==> src/rtl/pulse_sched_if.sv <==
// Request/response bundle between the pulse requesters and pulse_sched.
// Latency: none (signal bundle only).
// Backpressure: requesters hold req level until their done strobe.
//
// Signals: req (level request per channel), width (16-bit length per channel,
// channel i at [16*i+15:16*i]), grant/pulse_out/done (per channel), busy,
// and aborted when PULSE_SCHED_ABORT_EN is defined.
// master = requester side, slave = scheduler side.
interface pulse_sched_if #(
    parameter int NUM_CH = 4
);
    logic [NUM_CH-1:0]    req;
    logic [16*NUM_CH-1:0] width;
    logic [NUM_CH-1:0]    grant;
    logic [NUM_CH-1:0]    pulse_out;
    logic [NUM_CH-1:0]    done;
    logic                 busy;
`ifdef PULSE_SCHED_ABORT_EN
    logic                 aborted;

    modport master (output req, width, input grant, pulse_out, done, busy, aborted);
    modport slave  (input req, width, output grant, pulse_out, done, busy, aborted);
`else
    modport master (output req, width, input grant, pulse_out, done, busy);
    modport slave  (input req, width, output grant, pulse_out, done, busy);
`endif
endinterface

==> src/rtl/pulse_sched.sv <==
// Round-robin scheduler sharing one 16-bit one-shot pulse timer across NUM_CH channels.
// Latency: pulse starts 1 edge after req is seen in IDLE; done on the edge the pulse ends.
// Backpressure: pending requesters wait (req held) while a pulse or the idle gap runs.
//
// Ports: clk, resetn (async assert, active-low, release synchronized internally),
//        bus (pulse_sched_if.slave): req, width in; grant, pulse_out, done, busy out.
// Optional: define PULSE_SCHED_ABORT_EN to end a pulse early when its req drops,
//           flagged on bus.aborted alongside done.
module pulse_sched #(
    parameter int NUM_CH     = 4,
    parameter int GAP_CYCLES = 2
) (
    input  logic         clk,
    input  logic         resetn,
    pulse_sched_if.slave bus
);
    localparam int IDX_W = (NUM_CH > 1) ? $clog2(NUM_CH) : 1;
    localparam int GAP_W = (GAP_CYCLES > 0) ? $clog2(GAP_CYCLES + 1) : 1;
    // The done edge itself counts as the first gap cycle's entry, hence -1.
    localparam logic [GAP_W-1:0] GAP_LOAD = GAP_W'((GAP_CYCLES > 0) ? GAP_CYCLES - 1 : 0);

    typedef enum logic [1:0] {IDLE, RUN, GAP} state_t;

    state_t             state_q, state_n;
    logic [15:0]        cnt_q, cnt_n;
    logic [GAP_W-1:0]   gap_q, gap_n;
    logic [IDX_W-1:0]   win_q, win_n;
    logic [IDX_W-1:0]   prio_q, prio_n;     // highest-priority channel for next arbitration
    logic [NUM_CH-1:0]  grant_q, grant_n;
    logic [NUM_CH-1:0]  pulse_q, pulse_n;
    logic [NUM_CH-1:0]  done_q, done_n;
    logic               busy_q, busy_n;
    logic [1:0]         rst_sync_q;
`ifdef PULSE_SCHED_ABORT_EN
    logic               aborted_q, aborted_n;
`endif

    logic               found;
    logic [IDX_W-1:0]   pick;
    logic [15:0]        pick_width;
    logic               end_run;
    int                 k;

    function automatic logic [IDX_W-1:0] nxt(input logic [IDX_W-1:0] c);
        return (c == IDX_W'(NUM_CH - 1)) ? '0 : c + IDX_W'(1);
    endfunction

    // Release edge is synchronized; requests are only honoured once it has
    // propagated through both stages.
    always_ff @(posedge clk or negedge resetn) begin
        if (!resetn) rst_sync_q <= 2'b00;
        else         rst_sync_q <= {rst_sync_q[0], 1'b1};
    end

    always_ff @(posedge clk or negedge resetn) begin
        if (!resetn) begin
            state_q   <= IDLE;
            cnt_q     <= '0;
            gap_q     <= '0;
            win_q     <= '0;
            prio_q    <= '0;
            grant_q   <= '0;
            pulse_q   <= '0;
            done_q    <= '0;
            busy_q    <= 1'b0;
`ifdef PULSE_SCHED_ABORT_EN
            aborted_q <= 1'b0;
`endif
        end else begin
            state_q   <= state_n;
            cnt_q     <= cnt_n;
            gap_q     <= gap_n;
            win_q     <= win_n;
            prio_q    <= prio_n;
            grant_q   <= grant_n;
            pulse_q   <= pulse_n;
            done_q    <= done_n;
            busy_q    <= busy_n;
`ifdef PULSE_SCHED_ABORT_EN
            aborted_q <= aborted_n;
`endif
        end
    end

    always_comb begin
        // Rotated search: walk from lowest to highest priority so the last
        // hit (closest to prio_q) wins.
        found = 1'b0;
        pick  = '0;
        k     = 0;
        for (int i = NUM_CH - 1; i >= 0; i--) begin
            k = int'(prio_q) + i;
            if (k >= NUM_CH) k = k - NUM_CH;
            if (bus.req[k]) begin
                found = 1'b1;
                pick  = IDX_W'(k);
            end
        end
        pick_width = bus.width[16*int'(pick) +: 16];

        state_n = state_q;
        cnt_n   = cnt_q;
        gap_n   = gap_q;
        win_n   = win_q;
        prio_n  = prio_q;
        grant_n = grant_q;
        pulse_n = pulse_q;
        done_n  = '0;
        end_run = 1'b0;
`ifdef PULSE_SCHED_ABORT_EN
        aborted_n = 1'b0;
`endif

        case (state_q)
            IDLE: begin
                if (rst_sync_q[1] && found) begin
                    win_n = pick;
                    cnt_n = pick_width;
                    if (pick_width != 16'd0) begin
                        grant_n = NUM_CH'(1) << pick;
                        pulse_n = NUM_CH'(1) << pick;
                        state_n = RUN;
                    end else begin
                        // Zero-length request completes immediately without a pulse.
                        done_n  = NUM_CH'(1) << pick;
                        prio_n  = nxt(pick);
                        gap_n   = GAP_LOAD;
                        state_n = (GAP_CYCLES > 0) ? GAP : IDLE;
                    end
                end
            end
            RUN: begin
                // cnt_q holds the cycles still to run including this one.
                if (cnt_q <= 16'd1) begin
                    end_run = 1'b1;
`ifdef PULSE_SCHED_ABORT_EN
                end else if (!bus.req[win_q]) begin
                    end_run   = 1'b1;
                    aborted_n = 1'b1;
`endif
                end
                if (cnt_q != 16'd0) cnt_n = cnt_q - 16'd1;
                if (end_run) begin
                    grant_n = '0;
                    pulse_n = '0;
                    done_n  = NUM_CH'(1) << win_q;
                    prio_n  = nxt(win_q);
                    gap_n   = GAP_LOAD;
                    state_n = (GAP_CYCLES > 0) ? GAP : IDLE;
                end
            end
            GAP: begin
                if (gap_q == '0) state_n = IDLE;
                else             gap_n   = gap_q - GAP_W'(1);
            end
            default: state_n = IDLE;
        endcase

        busy_n = (state_n != IDLE);
    end

    assign bus.grant     = grant_q;
    assign bus.pulse_out = pulse_q;
    assign bus.done      = done_q;
    assign bus.busy      = busy_q;
`ifdef PULSE_SCHED_ABORT_EN
    assign bus.aborted   = aborted_q;
`endif
endmodule
==> src/flat_wrapper.sv <==
// flat-port wrapper written by rule: the top's interface ports become plain ports
module pulse_sched_flat 
#(
    parameter int NUM_CH     = 4,
    parameter int GAP_CYCLES = 2
)
  (clk, resetn, bus_req, bus_width, bus_grant, bus_pulse_out, bus_done, bus_busy);
  pulse_sched_if #(.NUM_CH(NUM_CH)) bus_i ();
  input  logic clk;
  input  logic resetn;
  input wire logic [$bits(bus_i.req)-1:0] bus_req;
  input wire logic [$bits(bus_i.width)-1:0] bus_width;
  output wire logic [$bits(bus_i.grant)-1:0] bus_grant;
  output wire logic [$bits(bus_i.pulse_out)-1:0] bus_pulse_out;
  output wire logic [$bits(bus_i.done)-1:0] bus_done;
  output wire logic [$bits(bus_i.busy)-1:0] bus_busy;
  assign bus_i.req = bus_req;
  assign bus_i.width = bus_width;
  assign bus_grant = bus_i.grant;
  assign bus_pulse_out = bus_i.pulse_out;
  assign bus_done = bus_i.done;
  assign bus_busy = bus_i.busy;
  pulse_sched #(.NUM_CH(NUM_CH), .GAP_CYCLES(GAP_CYCLES)) u_core (.clk(clk), .resetn(resetn), .bus(bus_i));
endmodule
==> config.mk <==
export PLATFORM = sky130hd
export DESIGN_NAME = pulse_sched_flat
export DESIGN_NICKNAME = d
export VERILOG_FILES = /design/src/rtl/pulse_sched_if.sv /design/src/rtl/pulse_sched.sv /design/src/flat_wrapper.sv
export SDC_FILE = /design/constraint.sdc
export NUM_CORES = 1
export LEC_CHECK = 0
export CORE_MARGIN = 5
export CORE_UTILIZATION = 35
export DETAILED_ROUTE_END_ITERATION = 10
export HOLD_SLACK_MARGIN = 0.06
export SYNTH_ARGS = -nofsm -noshare
export SYNTH_HDL_FRONTEND = slang
export SYNTH_SLANG_ARGS = --single-unit
==> constraint.sdc <==
create_clock -name clk -period 5.1 [get_ports clk]
set_input_delay 1.02 -clock clk [delete_from_list [all_inputs] [get_ports clk]]
set_output_delay 1.02 -clock clk [all_outputs]
set_load 0.05 [all_outputs]
## After elaboration in Yosys (flattened, before gate mapping)

Cells that the tools add are included.

| word-level totals | value |
|---|---|
| bits in registers | 35 |
| output and inout bits | 13 |

| cells by class | value |
|---|---|
| eq/ne operators | 10 |
| add/sub/neg operators | 11 |
| shift operators | 3 |
| order comparisons | 9 |
| mux-type cells | 53 |
| reductions and logical operators | 13 |

Operators with widths:

| operator | count |
|---|---|
| 32-bit by 4-bit < comparator with 1-bit output (second input constant) | 4 |
| 32-bit two-way mux | 4 |
| 32-bit by 4-bit greater-or-equal comparator with 1-bit output (second input constant) | 3 |
| 32-bit by 4-bit subtractor with 32-bit output (second input constant) | 3 |
| 64-bit by 7-bit indexed part select with 16-bit output | 1 |
| 2-bit two-way mux | 17 |
| 16-bit two-way mux | 2 |
| 16-bit one-hot mux with 2 select lines | 1 |
| 16-bit nonzero test | 2 |
| 4-bit two-way mux | 6 |
| 16-bit by 1-bit <= comparator with 1-bit output (second input constant) | 1 |
| 4-bit one-hot mux with 2 select lines | 2 |
| 16-bit by 1-bit subtractor with 16-bit output (second input constant) | 1 |
| 1-bit two-way mux | 14 |
| 2-bit one-hot mux with 3 select lines | 2 |
| 1-bit binary-select mux with 2-bit select | 4 |
| 2-bit by 1-bit != test with 1-bit output (second input constant) | 4 |
| 4-bit AND reduction | 2 |
| 1-bit by 2-bit left shift with 4-bit output (first input constant) | 2 |
| 2-bit by 2-bit adder with 3-bit output (second input constant) | 2 |
| 2-bit equality test (second input constant) | 3 |
| 5-bit AND reduction | 1 |
| 2-bit by 1-bit adder with 2-bit output (second input constant) | 2 |
| 2-bit logical NOT | 2 |
| 12 further kinds | 14 |

## Depth between registers and ports, before layout

Gate-level depths: netlist (run 1).

| logic depth | value |
|---|---|
| word-level depth | 16 |
| mapped depth | 14 |
| depth with buffers taken out | 9 |

## Worst setup path before layout (run 1)

No wires, ideal clock.

| timing | value |
|---|---|
| kind | input to register |
| start | input bus_req[2] |
| end | register u_core.done_q[0] (netlist: u_core.bus.done[0]) |
| buffers on the path | 4 |
| library setup time | 0.070 ns |
| path slack | 1.573 ns |
| arrival | 3.458 ns |
| data required time | 5.030 ns |
| stages | 12 |
| cells stage by stage | nor2b_1 -> buf_6 -> or4b_1 -> buf_6 -> buf_8 -> and3_1 -> a211oi_1 -> o22ai_1 -> nor4b_4 -> and2_1 -> buf_6 -> a32o_2 |

| on the way | value |
|---|---|
| cells in the longest elaborated chain, start to end | 12 |

RTL lines:

| element | RTL line | text |
|---|---|---|
| start, declared | flat_wrapper.sv:11 | `input wire logic [$bits(bus_i.req)-1:0] bus_req;` |
| 1-bit binary-select mux with 2-bit select | pulse_sched.sv:94 | `if (bus.req[k]) begin` |
| 1-bit two-way mux (implied by the code) (2 in a row) | pulse_sched.sv:94 |  |
| 2-bit two-way mux (4 in a row) | pulse_sched.sv:94 |  |
| 64-bit by 7-bit indexed part select with 16-bit output | pulse_sched.sv:99 | `pick_width = bus.width[16*int'(pick) +: 16];` |
| 16-bit nonzero test | pulse_sched.sv:119 | `if (pick_width != 16'd0) begin` |
| 4-bit two-way mux | pulse_sched.sv:119 |  |
| 4-bit two-way mux (*) | pulse_sched.sv:116 | `if (rst_sync_q[1] && found) begin` |
| 4-bit one-hot mux with 2 select lines (*) | pulse_sched.sv:114 | `case (state_q)` |
| via u_core.done_n[0] | pulse_sched.sv:31 | `logic [NUM_CH-1:0] done_q, done_n;` |
| end signal, assigned | pulse_sched.sv:77 | `done_q <= done_n;` |
| end, declared | pulse_sched.sv:31 |  |

The timed path passes the listed nets; every way through them passes the cells marked *. The select of a mux whose other input is x is not followed.
A chain may end at the register's enable or synchronous reset.

## Worst setup path in the final report (run 1)

| timing | value |
|---|---|
| start | input bus_req[2] |
| end | register u_core.done_q[2] (netlist: u_core.bus.done[2]) |

Same word-level chain as after synthesis.

==> results of run 1 <==
[metrics by stage]
stage / hold slack [ps] / power [mW]
4_1_cts: 364 / 1.52
6_report: 361 / 1.53
3_5_place_dp: 348 / 1.32
2_1_floorplan: 331 / 1.08
5_1_grt: 381 / 1.64
3_3_place_gp: 340 / 1.29
[cell usage in the layout (no fill, tap or decap), types with 2 or more instances in the layout]
cell,count
clkdlybuf4s50_1,82
dfrtp_1,35
nand2_1,34
o21ai_0,26
a21oi_1,25
nor2_1,22
nand3_1,22
a211oi_1,15
nor3_1,15
and3_1,14
nor4_1,13
inv_1,12
ha_1,11
nor3b_1,10
buf_4,10
a32oi_1,8
nor2b_1,7
o22ai_1,7
a21bo_2,7
a221oi_1,7
a22oi_1,5
clkbuf_8,5
a32o_2,4
a221o_1,4
and2_1,3
nand3b_1,3
or2_2,2
o21ba_2,2
o32ai_1,2
and4_1,2
a2111oi_0,2
[final timing paths]
check	to	slack, ps
setup reg to reg	u_core.bus.done[2]	1550
min in group asynchronous	u_core.bus.busy	1150
max in group asynchronous	u_core.prio_q[1]	3620
hold / removal	u_core.rst_sync_q[1]	360
setup / recovery	u_core.bus.done[2]	690
hold reg to reg	u_core.rst_sync_q[1]	360
[state kept, by name, indices dropped and copies added, names as in the netlist]
register and count:
u_core.state_q 2, u_core.bus.grant 4, u_core.gap_q 2, u_core.bus.done 4, u_core.bus.busy 1, u_core.prio_q 2, u_core.cnt_q 16, u_core.win_q 2
u_core.rst_sync_q 2
[final cells by class]
type | instances | area, sq um | area share (%)
tap | 105 | 131 | 3.40
inverter | 12 | 45.0 | 1.16
clock inverter | 2 | 12.5 | 0.324
clock buffer | 6 | 72.6 | 1.88
sequential | 35 | 876 | 22.6
multi-input combinational | 289 | 1830 | 47.4
timing repair buffer | 92 | 896 | 23.2
[cell families after synthesis]
group	Yosys count	share of synthesized area (%)
and+or+nand+nor	155	28.2
AOI/OAI and AO/OA	121	28.8
buffers and inverters	46	8.22
DFF	35	29.7
adders and majority gates	11	4.66
muxes	1	0.339
other	1	0.127
[power breakdown]
| group | internal, mW | total, mW | switching, mW |
|---|---|---|---|
| clock | 0.0955 | 0.202 | 0.107 |
| combinational | 0.346 | 0.845 | 0.499 |
| sequential | 0.362 | 0.481 | 0.119 |
[layer usage]
metal	GRT usage (%)	share of wire [%]	up-vias
li1	-	-	1523
met1	25.1	46	1514
met2	31.4	47	118
met3	3.00	5.2	13
met4	5.05	1.3	0
met5	0	0	-
==> metrics.md, run 1 <==
| Metric | Value |
|---|---|
| Status | `completed` |
| Synth-to-layout area growth | `31.0%` |
| Later-pin clock latency in the skew report | `around 290 ps` |
| Crit share post-route | `between 80% and 90%` |
| WL per Instance | `about 18 um` |
| Synth top cells by count | `35 x dfrtp_1, 34 x nand2_1, 26 x o21ai_0` |
| Fin. Hold Viols | `0` |
| Stages on the worst setup path | `10` |
| Avg Inst Size Synth | `7.98 sq um` |
| DIE AREA | `10400 sq um` |
| Arrival time worst endpoint | `approximately 4600 ps` |
| Reg2Reg Depth | `9` |
| Synthesis Warnings | `0` |
| RSZ-0062 raised after global routing | `false` |
| Hold Startpoint | `u_core.rst_sync_q[0]` |
| Area share of the largest cell type after synthesis | `between 20% and 30%` |
| Clk buf depth | `2` |
| Layout cells sized above 1 | `about 7.8%` |
| Placer Congestion | `between 0.8 and 0.9` |
| Fraction of registers with async set/reset | `100%` |
| CTS buffer count | `5` |
| First-pass GRT wire length | `15500 um` |
| Die width | `~100 um` |
| Initial Util | `between 30% and 40%` |
| Total negative slack | `0 ps` |
| Number of synthesized register bits | `35` |
| Rows | `33` |
| CTS Sinks | `35` |
| Finished layout cell area | `about 3900 sq um` |
| Tmin final | `4410 ps` |
| Pleak | `roughly 1.5 nW` |
| Largest area contributor in the netlist | `dfrtp_1` |
| Crit path buffers/inverters | `2` |
| Net count after synthesis | `between 400 and 500` |
| CTS tree | `yes` |
| Post-place instance area | `3780 sq um` |
| Most used flip-flop cell after synthesis | `dfrtp_1` |
| Fin cells | `roughly 540` |
| Most used cell, CP | `and2_1` |
| Vias in the first global route | `approximately 3100` |
| DR vias/cell | `5.86` |
| Final Util | `47.1%` |
| Ant. Diodes | `0` |
| Post-synth EDFFs | `0` |
| Pin count of the biggest net entering global routing | `36` |
| Reg-to-reg critical path startpoint | `u_core.prio_q[0]` |
| Final nets | `516` |
| Final worst slack | `about 690 ps` |
| Setup Skew | `5.16 ps` |
| Slew headroom | `between 30 and 40%` |
| DRC viols | `0` |
| DRT antenna net count | `0` |
| DIE HEIGHT | `102 um` |
| Count leader, synth | `dfrtp_1` |
| Worst-path cell chain | `clkdlybuf4s50_1 -> nor2b_1 -> a211o_1 -> and2_1 -> inv_1 -> a211oi_1 -> o22ai_1 -> nor4b_4 -> and2_1 -> a32o_2` |
| WL final | `9680 um` |
| Crit. Startpoint | `bus_req[2]` |
| Library cells used by synthesis | `between 50 and 60` |
| Slew Viols, Final | `0` |
| PwrDens | `a little under 400 nW/um^2` |
| CP max-delay cell | `clkdlybuf4s50_1` |
| Cell area after synthesis | `about 3000 sq um` |
| # port buffers | `82` |
| TritonRoute pass-1 iters | `4` |
| Postcts setup bufs | `0` |
| WS Path Type | `in2reg` |
| Initial DRC count | `approximately 190` |
| Crit path capture type | `register` |
| Crit path max fanout | `12` |
| Total track usage | `around a fifth` |
| Max_cap viols | `0` |
| Fmax achieved | `between 200 and 250 MHz` |
| Core ar. | `8220 sq um` |
| Setup slack at placement | `about 450 ps` |
| Clock transition at the registers of the reported paths | `70 ps` |
| Crit path required time | `roughly 5300 ps` |
| Total congestion overflow | `0` |
| Hold Buf Count CTS | `0` |
| Max stage delay on crit path | `~500 ps` |
| Min-Delay Path Class | `reg2reg` |
| Largest cells by area after synthesis | `dfrtp_1 30%, ha_1 4.7%, o21ai_0 4.4%` |
| Hold depth | `0` |
| Max rail drop VDD | `between 0.2 and 0.25 mV` |
| Final setup vio count | `0` |
| Placed cell count | `approximately 530` |
| I/O pin cnt | `83` |
| DR vias | `approximately 3200` |
| # resized after CTS | `0` |
| Layout filler cell count | `~810` |
| Crit-path leading delay family | `simple AND/OR/NAND/NOR gates` |
| H-tree depth | `2` |
| Initial antenna violation count | `0` |
| Startpoint types | `input port` |
| Cells after Synth | `370` |
| Post-DP HPWL | `approximately 7300 um` |
| Slew @ Worst Pin | `roughly 1000 ps` |
| Clock root cell | `clkbuf_8` |
| Post-synthesis sequential area ratio | `~30%` |
Note: power is estimated with default switching activity, not from simulation.
==> run 2, diff against run 1 <==
- CORE_UTILIZATION: 35 -> 53
- PLACE_DENSITY: default -> 0.87
==> run 2 against run 1 <==
Combinational power fell by 1%; critical path depth rose by 2; worst setup slack improved by 260 ps; largest cell class unchanged.
==> metrics.md, run 2 (same netlist as run 1, synthesis figures left out) <==
| Metric | Value |
|---|---|
| Status | `completed` |
| Switch share | `a little under half` |
| H-tree depth | `2` |
| Startpoint types | `input port` |
| Clock root cell | `clkbuf_8` |
| First-pass GRT wire length | `14600 um` |
| Hold Buf Count CTS | `0` |
| Arrival time worst endpoint | `about 4300 ps` |
| I/O pin cnt | `83` |
| CTS tree | `yes` |
| Synth-to-layout area growth | `29.6%` |
| CTS Sinks | `35` |
| Initial Util | `between 50% and 60%` |
| Most used cell, CP | `buf_4` |
| Clock network power share | `13.3%` |
| Later-pin clock latency in the skew report | `between 200 and 300 ps` |
| Clock transition at the registers of the reported paths | `roughly 80 ps` |
| Postcts setup bufs | `0` |
| Setup slack at placement | `about 680 ps` |
| # port buffers | `82` |
| Die width | `84.6 um` |
| Post-place instance area | `3740 sq um` |
| Commonest non-fill, non-tap cell in the layout | `clkdlybuf4s50_1` |
| Initial antenna violation count | `0` |
| DIE AREA | `approximately 7200 sq um` |
| TritonRoute pass-1 iters | `5` |
| Total congestion overflow | `0` |
| Combinational share of power | `between 50% and 60%` |
| Reg power frac | `31.9%` |
| Final setup vio count | `0` |
| WL per Instance | `approximately 18 um` |
| Biggest register | `u_core.cnt_q` |
| PwrDens | `between 300 and 400 nW/um^2` |
| Min-Delay Path Class | `reg2reg` |
| Placer Congestion | `0.960` |
| Power Internal | `roughly 0.81 mW` |
| Final nets | `roughly 520` |
| Switching pwr | `0.715 mW` |
| DIE HEIGHT | `84.6 um` |
| Max_cap viols | `0` |
| Ant. Diodes | `0` |
| Stages on the worst setup path | `12` |
| Crit share post-route | `roughly four fifths` |
| Max stage delay on crit path | `about 540 ps` |
| WHS | `357 ps` |
| WS Path Type | `in2reg` |
| DRC viols | `0` |
| Crit path buffers/inverters | `4` |
| Fin. Hold Viols | `0` |
| Post-DP HPWL | `approximately 7000 um` |
| Crit path max fanout | `35` |
| Max rail drop VDD | `0.304 mV` |
| WL final | `around 9000 um` |
| Worst-path cell chain | `clkdlybuf4s50_1 -> nor2b_1 -> buf_4 -> or4b_1 -> buf_4 -> and3_1 -> a211oi_1 -> o22ai_1 -> nor4bb_1 -> buf_4 -> and2_1 -> o22ai_1` |
| Crit-path leading delay family | `simple AND/OR/NAND/NOR gates` |
| Layout filler cell count | `around 450` |
| Vias in the first global route | `between 3000 and 4000` |
| Number of flip-flops in the largest register | `16` |
| Pin count of the biggest net entering global routing | `36` |
| Pleak | `roughly 1.5 nW` |
| DRT antenna net count | `0` |
| Total power | `about 1.5 mW` |
| Setup Skew | `~4.3 ps` |
| Final worst slack | `approximately 950 ps` |
| RSZ-0062 raised after global routing | `false` |
| Total negative slack | `0 ps` |
| DR vias/cell | `6.39` |
| Core ar. | `roughly 5500 sq um` |
| Slew Viols, Final | `0` |
| Crit path capture type | `register` |
| Rows | `27` |
| Initial DRC count | `365` |
| Clk buf depth | `2` |
| # resized after CTS | `0` |
| CP max-delay cell | `or4b_1` |
| Reg2Reg Depth | `9` |
| Most frequent cells in the layout | `82 x clkdlybuf4s50_1, 35 x dfrtp_1, 34 x nand2_1` |
| Layout cells sized above 1 | `a little under 8%` |
| DR vias | `approximately 3200` |
| Crit path required time | `around 5200 ps` |
| Slew headroom | `27.2%` |
| Tmin final | `a little over 4000 ps` |
| Fmax achieved | `roughly 240 MHz` |
| Total track usage | `between 20 and 25%` |
| Hold depth | `0` |
| Finished layout cell area | `3830 sq um` |
| CTS buffer count | `5` |
| Slew @ Worst Pin | `roughly 1100 ps` |
-- run 2: cell counts in the layout (fill, tap and decap cells not counted) --
Identical to the previous run, type by type.
-- run 2: worst paths after layout --
path | to | from | slack, ps
min in group asynchronous | u_core.bus.done[1] | resetn | 1150
hold reg to reg | u_core.rst_sync_q[1] | u_core.rst_sync_q[0] | 360
max in group asynchronous | u_core.cnt_q[11] | resetn | 3630
hold / removal | u_core.rst_sync_q[1] | u_core.rst_sync_q[0] | 360
setup / recovery | u_core.state_q[0] | bus_req[2] | 950
setup reg to reg | u_core.state_q[0] | u_core.prio_q[1] | 1740
-- run 2: cell type report --
type	count	area (sq um)	area share, %
timing repair buffer	92	896	23.4
inverter	12	45.0	1.18
tap	72	90.1	2.35
sequential	35	876	22.9
multi-input combinational	289	1830	47.9
clock buffer	6	72.6	1.90
clock inverter	2	12.5	0.327
-- run 2: worst register-to-register path, stage by stage (launching register included) --
cell and delay, ps:
dfrtp_1 700, o21bai_1 360, and2_1 340, inv_1 270, a211oi_1 360, o22ai_1 130, nor4bb_1 360, buf_4 220
and2_1 320, o22ai_1 130
-- run 2: power groups by stage --
| stage | sequential, mW | combinational [mW] | clock (mW) |
|---|---|---|---|
| 6_report | 0.486 | 0.835 | 0.202 |
| 3_5_place_dp | 0.484 | 0.819 | 0 |
| 4_1_cts | 0.479 | 0.825 | 0.202 |
| 2_1_floorplan | 0.451 | 0.630 | 0 |
| 3_3_place_gp | 0.476 | 0.796 | 0 |
| 5_1_grt | 0.496 | 0.926 | 0.217 |
-- run 2: routing by layer --
| metal | global-route usage (%) | part of all wire (%) |
|---|---|---|
| met1 | 33.3 | 41 |
| met2 | 40.8 | 49 |
| met3 | 5.89 | 9.0 |
| met4 | 3.74 | 0.81 |
| met5 | 0 | 0 |
-- run 2: through the flow --
step / utilization [%] / instances
5_1_grt: 69.9 / 508
6_report: 69.9 / 508
3_5_place_dp: 68.4 / 500
2_1_floorplan: - / 370
4_1_cts: 69.9 / 508
3_3_place_gp: 68.4 / 500
==> run 3, diff against run 2 <==
- CORE_UTILIZATION: 53 -> 44
- PLACE_DENSITY: 0.87 -> 0.77
- clock period: 5.1 -> 3.7 ns (I/O delays scaled with it)
==> run 3 against run 2 <==
Flip-flop and latch count unchanged; global-route usage fell by 2.5 points; register-to-register slack got worse by 1100 ps; hold slack lost 3.4 ps; clock skew is 2.3 ps higher; largest power group unchanged; combinational power is 65% higher; critical path type unchanged; wire length up 4.5%.
==> metrics.md, run 3 (same netlist as run 1, synthesis figures left out) <==
| Metric | Value |
|---|---|
| Status | `completed` |
| CTS tree | `yes` |
| Slew @ Worst Pin | `a little over 900 ps` |
| Final nets | `551` |
| PwrDens | `around 560 nW/um^2` |
| Max_cap viols | `0` |
| Crit path required time | `3860 ps` |
| Pleak | `between 1.5 and 2 nW` |
| Total congestion overflow | `0` |
| Number of flip-flops in the largest register | `16` |
| DR vias/cell | `roughly 6` |
| Power Internal | `roughly 1.3 mW` |
| Final Util | `between 60 and 70%` |
| Clock network power share | `approximately an eighth` |
| Switching pwr | `between 1 and 1.5 mW` |
| Slew headroom | `between 30% and 40%` |
| Biggest register | `u_core.cnt_q` |
| Tmin final | `3520 ps` |
| Core ar. | `6420 sq um` |
| Clock root cell | `clkbuf_8` |
| TritonRoute pass-1 iters | `5` |
| H-tree depth | `2` |
| Crit path max fanout | `35` |
| Post-DP HPWL | `approximately 7400 um` |
| Crit-path leading delay family | `compound AO/OA/AOI/OAI gates` |
| Placer Congestion | `approximately 1` |
| Initial Util | `between 40% and 50%` |
| Layout filler cell count | `about 540` |
| Initial antenna violation count | `0` |
| CTS buffer count | `5` |
| WHS | `approximately 350 ps` |
| Reg power frac | `between 20% and 30%` |
| CP max-delay cell | `or4_1` |
| Most frequent cells in the layout | `82 x clkdlybuf4s50_1, 43 x buf_4, 35 x dfrtp_1` |
| Crit path buffers/inverters | `4` |
| Fmax achieved | `around 280 MHz` |
| Setup Skew | `about 6.6 ps` |
| Max stage delay on crit path | `approximately 500 ps` |
| Switch share | `44.4%` |
| Clk buf depth | `2` |
| Final setup vio count | `0` |
| DR vias | `3329` |
| Crit path capture type | `register` |
| Slew Viols, Final | `0` |
| WS Path Type | `in2reg` |
| First-pass GRT wire length | `approximately 15000 um` |
| Rows | `29` |
| Commonest non-fill, non-tap cell in the layout | `clkdlybuf4s50_1` |
| Arrival time worst endpoint | `~3700 ps` |
| Layout cells sized above 1 | `about 16%` |
| Pin count of the biggest net entering global routing | `37` |
| DIE HEIGHT | `slightly above 90 um` |
| Fin. Hold Viols | `0` |
| DRC viols | `0` |
| Synth-to-layout area growth | `40.4%` |
| DRT antenna net count | `0` |
| Min-Delay Path Class | `reg2reg` |
| WL per Instance | `17.1 um` |
| Crit share post-route | `~95%` |
| # port buffers | `82` |
| Initial DRC count | `between 200 and 300` |
| WL final | `roughly 9400 um` |
| Hold Buf Count CTS | `0` |
| Clock transition at the registers of the reported paths | `70 ps` |
| Ant. Diodes | `0` |
| Startpoint types | `input port` |
| I/O pin cnt | `83` |
| DIE AREA | `about 8400 sq um` |
| Worst-path cell chain | `clkdlybuf4s50_1 -> nor2b_1 -> or4_1 -> buf_4 -> a21bo_2 -> a32oi_2 -> o21ba_2 -> nor4bb_1 -> buf_4 -> buf_4 -> a2111oi_0 -> nor3_1` |
| Combinational share of power | `59.9%` |
| Max rail drop VDD | `around 0.31 mV` |
| Most used cell, CP | `buf_4` |
| Later-pin clock latency in the skew report | `approximately 290 ps` |
| CTS Sinks | `35` |
| Total track usage | `between 20% and 30%` |
| R2r setup slk | `630 ps` |
| Vias in the first global route | `roughly 3200` |
| Die width | `around 92 um` |
==> run 3: stage by stage <==
stage	power (mW)	std cells	instance area [sq um]	setup slack, ps	setup TNS, ps
final	2.31	548	4150	176	0
after detailed placement	2.00	540	4040	-190	-1970
after floorplan	1.49	370	2950	453	0
after global placement	1.95	540	4040	-145	-743
after global routing	2.49	548	4150	-0.525	-0.525
after CTS	2.27	548	4120	80.3	0
==> run 3: cell type report <==
| cell class | count | area [sq um] | share of cell area (%) |
|---|---|---|---|
| sequential | 35 | 876 | 21.1 |
| clock inverter | 2 | 12.5 | 0.302 |
| multi-input combinational | 289 | 1860 | 44.9 |
| clock buffer | 6 | 72.6 | 1.75 |
| tap | 77 | 96.3 | 2.32 |
| timing repair buffer | 127 | 1180 | 28.5 |
| inverter | 12 | 45.0 | 1.09 |
==> run 3: what timing repair did <==
action                                  4_1_cts  5_1_grt
buffers inserted                              0        0
endpoints found under the setup margin        0       12
resized for setup                             0        6
==> run 3: power groups by stage <==
stage | Clock [mW] | Combinational, mW | Sequential, mW
floorplan | 0 | 0.868 | 0.622
global placement | 0 | 1.31 | 0.640
detailed placement | 0 | 1.35 | 0.647
CTS | 0.277 | 1.35 | 0.642
global route | 0.297 | 1.52 | 0.671
finish | 0.277 | 1.38 | 0.649
==> run 3: metal layers <==
metal	vias up	GRT usage, %	share of wire (%)
met1	1570	29.7	44
met4	0	6.31	1.6
met3	22	4.09	6.9
met5	-	0	0
li1	1594	-	-
met2	143	36.2	48
==> run 3: worst paths after layout <==
kind / startpoint / end / cells after the start
min in group asynchronous: resetn / u_core.gap_q[0] / 2
setup / recovery: bus_req[2] / u_core.prio_q[1] / 12
max in group asynchronous: resetn / u_core.cnt_q[5] / 2
setup reg to reg: u_core.prio_q[1] / u_core.bus.grant[2] / 11
hold reg to reg: u_core.rst_sync_q[0] / u_core.rst_sync_q[1] / 0
hold / removal: u_core.rst_sync_q[0] / u_core.rst_sync_q[1] / 0
